**config.mk**
```make
export PLATFORM = sky130hd
export DESIGN_NAME = s6_seq
export DESIGN_NICKNAME = d
export VERILOG_FILES = /design/src/rtl/s6_seq.sv
export SDC_FILE = /design/constraint.sdc
export NUM_CORES = 2
export LEC_CHECK = 0
export CAP_MARGIN = 30
export CORE_MARGIN = 1.5
export CORE_UTILIZATION = 54
export DETAILED_ROUTE_END_ITERATION = 7
export PLACE_DENSITY_LB_ADDON = 0.15
export SLEW_MARGIN = 10
export SYNTH_ARGS = -nofsm -noshare
export SYNTH_HDL_FRONTEND = slang
export SYNTH_SLANG_ARGS = --single-unit
```
**constraint.sdc**
```tcl
create_clock -name clk -period 5.15 [get_ports clk]
set_input_delay 1.03 -clock clk [delete_from_list [all_inputs] [get_ports clk]]
set_output_delay 1.03 -clock clk [all_outputs]
set_load 0.005 [all_outputs]
```
**src/rtl/s6_seq.sv**
```systemverilog
// Multi-cycle z = ((a % c) == zero) ? c + 1 : a - 1, using a restoring divider
// that retires one quotient bit per cycle behind a start/done handshake.
module s6_seq #(
   parameter int DATAWIDTH = 64
) (
   input  logic                        clk,
   input  logic                        rst,
   input  logic                        start,
   input  logic signed [DATAWIDTH-1:0] a,
   input  logic signed [DATAWIDTH-1:0] c,
   input  logic signed [DATAWIDTH-1:0] zero,
   output logic                        busy,
   output logic                        done,
   output logic signed [DATAWIDTH-1:0] z
);

   localparam int CW = (DATAWIDTH > 1) ? $clog2(DATAWIDTH) : 1;
   localparam logic signed [DATAWIDTH-1:0] ONE = {{(DATAWIDTH-1){1'b0}}, 1'b1};

   typedef enum logic [1:0] {
      IDLE = 2'd0,
      DIV  = 2'd1,
      SIGN = 2'd2,
      OUT  = 2'd3
   } state_t;

   state_t state, state_nxt;

   logic signed [DATAWIDTH-1:0] a_l, c_l, zero_l;
   logic        [DATAWIDTH-1:0] mag_a, mag_c, rem, rem_step, diff;
   logic        [DATAWIDTH:0]   shifted;
   logic        [CW-1:0]        cnt;
   logic signed [DATAWIDTH-1:0] rem_s, z_next;

   // |v| as an unsigned value; the most negative input maps to 2^(N-1) without overflow.
   function automatic logic [DATAWIDTH-1:0] magnitude(input logic signed [DATAWIDTH-1:0] v);
      logic [DATAWIDTH-1:0] u;
      u = v;
      return v[DATAWIDTH-1] ? (~u + ONE) : u;
   endfunction

   // Truncating remainder: sign follows the dividend; a zero divisor yields the dividend.
   function automatic logic signed [DATAWIDTH-1:0] signed_rem(
      input logic signed [DATAWIDTH-1:0] dividend,
      input logic signed [DATAWIDTH-1:0] divisor,
      input logic        [DATAWIDTH-1:0] r
   );
      if (divisor == '0) return dividend;
      if (dividend[DATAWIDTH-1]) return $signed(~r + ONE);
      return $signed(r);
   endfunction

   always_ff @(posedge clk) begin
      if (!rst) state <= IDLE;
      else      state <= state_nxt;
   end

   always_comb begin
      state_nxt = state;
      busy      = 1'b1;
      done      = 1'b0;
      case (state)
         IDLE: begin
            busy = 1'b0;
            if (start) state_nxt = DIV;
         end
         DIV:     if (cnt == '0) state_nxt = SIGN;
         SIGN:    state_nxt = OUT;
         OUT: begin
            done      = 1'b1;
            state_nxt = IDLE;
         end
         default: state_nxt = IDLE;
      endcase
   end

   // Restoring step: the partial remainder stays below |c|, so the low N bits of
   // the difference are exact whenever the subtraction is taken.
   always_comb begin
      shifted  = {rem, mag_a[cnt]};
      diff     = shifted[DATAWIDTH-1:0] - mag_c;
      rem_step = (shifted >= {1'b0, mag_c}) ? diff : shifted[DATAWIDTH-1:0];
      rem_s    = signed_rem(a_l, c_l, rem);
      z_next   = (rem_s == zero_l) ? (c_l + ONE) : (a_l - ONE);
   end

   always_ff @(posedge clk) begin
      if (!rst) begin
         a_l    <= '0;
         c_l    <= '0;
         zero_l <= '0;
         mag_a  <= '0;
         mag_c  <= '0;
         rem    <= '0;
         cnt    <= '0;
         z      <= '0;
      end else begin
         case (state)
            IDLE: begin
               if (start) begin
                  a_l    <= a;
                  c_l    <= c;
                  zero_l <= zero;
                  mag_a  <= magnitude(a);
                  mag_c  <= magnitude(c);
                  rem    <= '0;
                  cnt    <= CW'(DATAWIDTH - 1);
               end
            end
            DIV: begin
               rem <= rem_step;
               cnt <= cnt - CW'(1);
            end
            SIGN:    z <= z_next;
            default: ;
         endcase
      end
   end

endmodule

```
==> impl_metrics.ini <==
[outcome]
status = complete, but fails checks
violations = setup timing

[clock_tree]
cts_hold_buf = 0
cts_tree = yes
htree_levels = 2
clkLatencyLatePin_ps = 640
cts_buffers = 51
numClockSinks = 454
path_clk_slew_ps = 60
clock_path_buffers = 3
cts-root-buf = clkbuf_16

[sta]
setup_ws_ps = -95.01
skew_ps = 39.46
setup_viol_count_final = 26
slew_headroom_pct = 28.56
tns_ps = -1187
fmax_ghz = 0.1907
grt_setup_unrepaired = true
min_period_ps = 5245
drv_slew = 0
worstMarginPinSlew_ps = 1072
period_share_pct = 101.8
hold_viol = 0

[routing]
vias_per_cell = 6.364
vias = 33060
drtAntennaViolNets = 0
drc = 0
wirelength_mm = 128.8
drtPass1Iterations = 6
routedWlPerCell_um = 24.81
drtIter0Drc = 4489

[power]
p_int_w = 0.008889
power_density_nw_per_um2 = 408.9
p_clk_share_pct = 24.9
switchingPower_w = 0.006461
vdd_drop_max_mv = 0.3951
power_w = 0.01535
p_leak_nw = 14.79
seqPwrFrac_pct = 32.5
switching_share_pct = 42.09
combPwrFrac_pct = 42.7

[die]
dieWidth_um = 239.2
die_h_um = 239.2
core_area_um2 = 55090
die_area_um2 = 57220
rows = 86
initial_core_util_pct = 54.69
io_pins = 261

[synth]
ys_ff_latch = 454
syn-num-nets = 4344
synth_cell_types = 84
synth_edf_count = 0
seq_area_frac_synth_pct = 30.16
synth_area_leaders = dfxtp_1, nand2_1, xor2_1, a21oi_1, xnor2_1
yosysTopAreaCell = dfxtp_1
syn_area_um2 = 30130
async_flop_share_pct = 0
syn_avg_cell_area_um2 = 7.401
synth_top_area_share_pct = 30.16
synthFlopType = dfxtp_1
syn-instance-count = 4071
ys_warn_count = 0

[global_routing]
grt_pass1_vias = 29870
grt_overflow_total = 0
grt_max_degree = 215
antenna_found_initial = 2
grt_pass1_wl_mm = 185.5
track_usage_pct = 43.16

[setup_path]
path_buf_inv = 8
crit_path_end_kind = register
crit_family = compound AO/OA/AOI/OAI gates
cp_num_cells = 24
startpoint_type = register
crit_path_cell_trace = buf_12 > mux4_2 > mux4_2 > mux4_2 > inv_2 > buf_4 > buf_6 > ha_4 > nand2b_4 > a21o_1 > a211o_1 > nand4b_1 > a221o_1 > a21oi_2 > o21ai_2 > a211oi_2 > buf_4 > o21a_4 > buf_12 > buf_12 > clkbuf_16 > nor2_1 > a21oi_1 > o21ai_1
crit_fanout = 8
worstPathRequired_ps = 5640
worstRegToRegCells = 24
slowest_stage = mux4_2
cpPeakStageDelay_ps = 560
path_class = register to register
critPathArrivalTime_ps = 5740

[place]
post-dp-hpwl_mm = 97.20
portBuffers = 260
routabilityCongestion = 1.068

[layout]
fin_util_pct = 68.14
finalNetCount = 4681
area_delta_synth_final_pct = 24.59
drive_above_1_share_pct = 11.72

[worst_hold_path]
whs_path_depth = 2
hold_path.class = register to register

[run]
cap_violations = 0
what timing repair did:
action | CTS | global route
pin swaps | 8 | 40
setup buffers | 5 | 19
gates cloned | 2 | 12
setup endpoints to repair | 47 | 116
resized for setup | 18 | 108
synth_stat cells (all sizes together) (30+ instances only):
library cell and number:
dfxtp 454, nor3 90, xnor2 164, xor2 236, clkbuf 252, o21ai 185
inv 134, a21oi 381, o31ai 56, nand4 69, a31oi 46, nor4 82
ha 77, a211oi 135, or4 49, nand3 122, buf 36, o41ai 40
nor2 290, nand2b 30, a21o 43, or3 44, o211ai 31, nand2 703
power by group through the flow:
| stage | Clock [W] | Sequential (W) | Combinational (W) |
|---|---|---|---|
| final | 0.00382 | 0.00498 | 0.00655 |
| after global routing | 0.00395 | 0.00502 | 0.00702 |
| after CTS | 0.00381 | 0.00493 | 0.00630 |
| after detailed placement | 0 | 0.00499 | 0.00619 |
| after global placement | 0 | 0.00497 | 0.00615 |
| after floorplan | 0 | 0.00464 | 0.00410 |
worst reg2reg max path, delay by kind of cell (launching register included):
kind / cells / cell delay, ps
AOI/OAI and AO/OA: 9 / 1670
adders and majority gates: 1 / 100
buffers and inverters: 8 / 1020
DFF: 1 / 410
muxes: 3 / 1620
and+or+nand+nor: 3 / 300
stage by stage:
| step | worst slack (ps) | instances | hold slack (ps) | instance area (µm²) |
|---|---|---|---|---|
| floorplan | 38.03 | 4071 | 428.7 | 30150 |
| global placement | -460.3 | 5064 | 437.3 | 34940 |
| detailed placement | -488.3 | 5065 | 447.1 | 34950 |
| CTS | 49.77 | 5161 | 453.9 | 36840 |
| global route | -202.9 | 5192 | 469.8 | 37530 |
| finish | -95.01 | 5194 | 451.8 | 37540 |
flip-flops by register name, summed over array words and instances, names as in the netlist:
signal / cells
a_l: 64
c_l: 64
cnt: 6
mag_a: 63
mag_c: 63
rem: 64
state: 2
z: 64
zero_l: 64
kinds of logic (layout without fill, tap and decap cells):
kind of cell | count (synthesis) | count (layout) | synth area share (%)
buf+inv | 423 | 796 | 5.320
mux | 44 | 44 | 2.338
xor+xnor | 400 | 400 | 11.63
fa+ha+maj | 78 | 78 | 3.264
other cells | 0 | 2 | 0
compound gates | 1070 | 1070 | 22.48
flops | 454 | 454 | 30.16
simple gates | 1602 | 1602 | 24.81
worst paths after layout:
path,start,slack (ps),endpoint
setup / recovery,cnt[0],-100,rem[28]
setup reg to reg,cnt[0],-100,rem[28]
hold reg to reg,mag_c[48],450,mag_c[48]
hold / removal,mag_c[48],450,mag_c[48]
layout by cell type (no fill, tap or decap), types with 31 or more instances in the layout:
| cell | netlist | layout |
|---|---|---|
| dfxtp_1 | 454 | 452 |
| or4_1 | 47 | 45 |
| nand4_1 | 69 | 69 |
| clkdlybuf4s50_1 | 0 | 258 |
| ha_1 | 77 | 75 |
| inv_1 | 134 | 132 |
| nor4_1 | 79 | 76 |
| nand2_1 | 702 | 697 |
| a211oi_1 | 135 | 134 |
| nand3_1 | 121 | 120 |
| o211ai_1 | 31 | 31 |
| o31ai_1 | 56 | 54 |
| or3_1 | 44 | 43 |
| a21o_1 | 43 | 43 |
| a21oi_1 | 381 | 371 |
| nor2_1 | 289 | 285 |
| xor2_1 | 236 | 236 |
| nor3_1 | 89 | 87 |
| clkbuf_16 | 0 | 60 |
| o41ai_1 | 39 | 37 |
| a31oi_1 | 46 | 45 |
| buf_4 | 1 | 264 |
| o21ai_1 | 3 | 55 |
| xnor2_1 | 164 | 164 |
| o21ai_0 | 182 | 122 |
area by class of cell:
type	instances	area (µm²)
Multi-Input combinational cell	3194	19770
Timing Repair Buffer	572	5499
Inverter	135	514.2
Sequential cell	454	9094
Fill cell	4776	17550
Clock buffer	72	1485
Antenna cell	2	5.005
Clock inverter	17	239.0
Tap cell	748	935.9
per-layer routing:
metal | up-vias | wire length (µm) | GRT usage (%)
met5 | - | 13 | 0
met4 | 2 | 7818 | 21.86
met3 | 406 | 14200 | 9.600
met2 | 1854 | 56150 | 66.37
met1 | 15620 | 50670 | 56.82
li1 | 15170 | - | -
(Power assumes the default switching activity.)
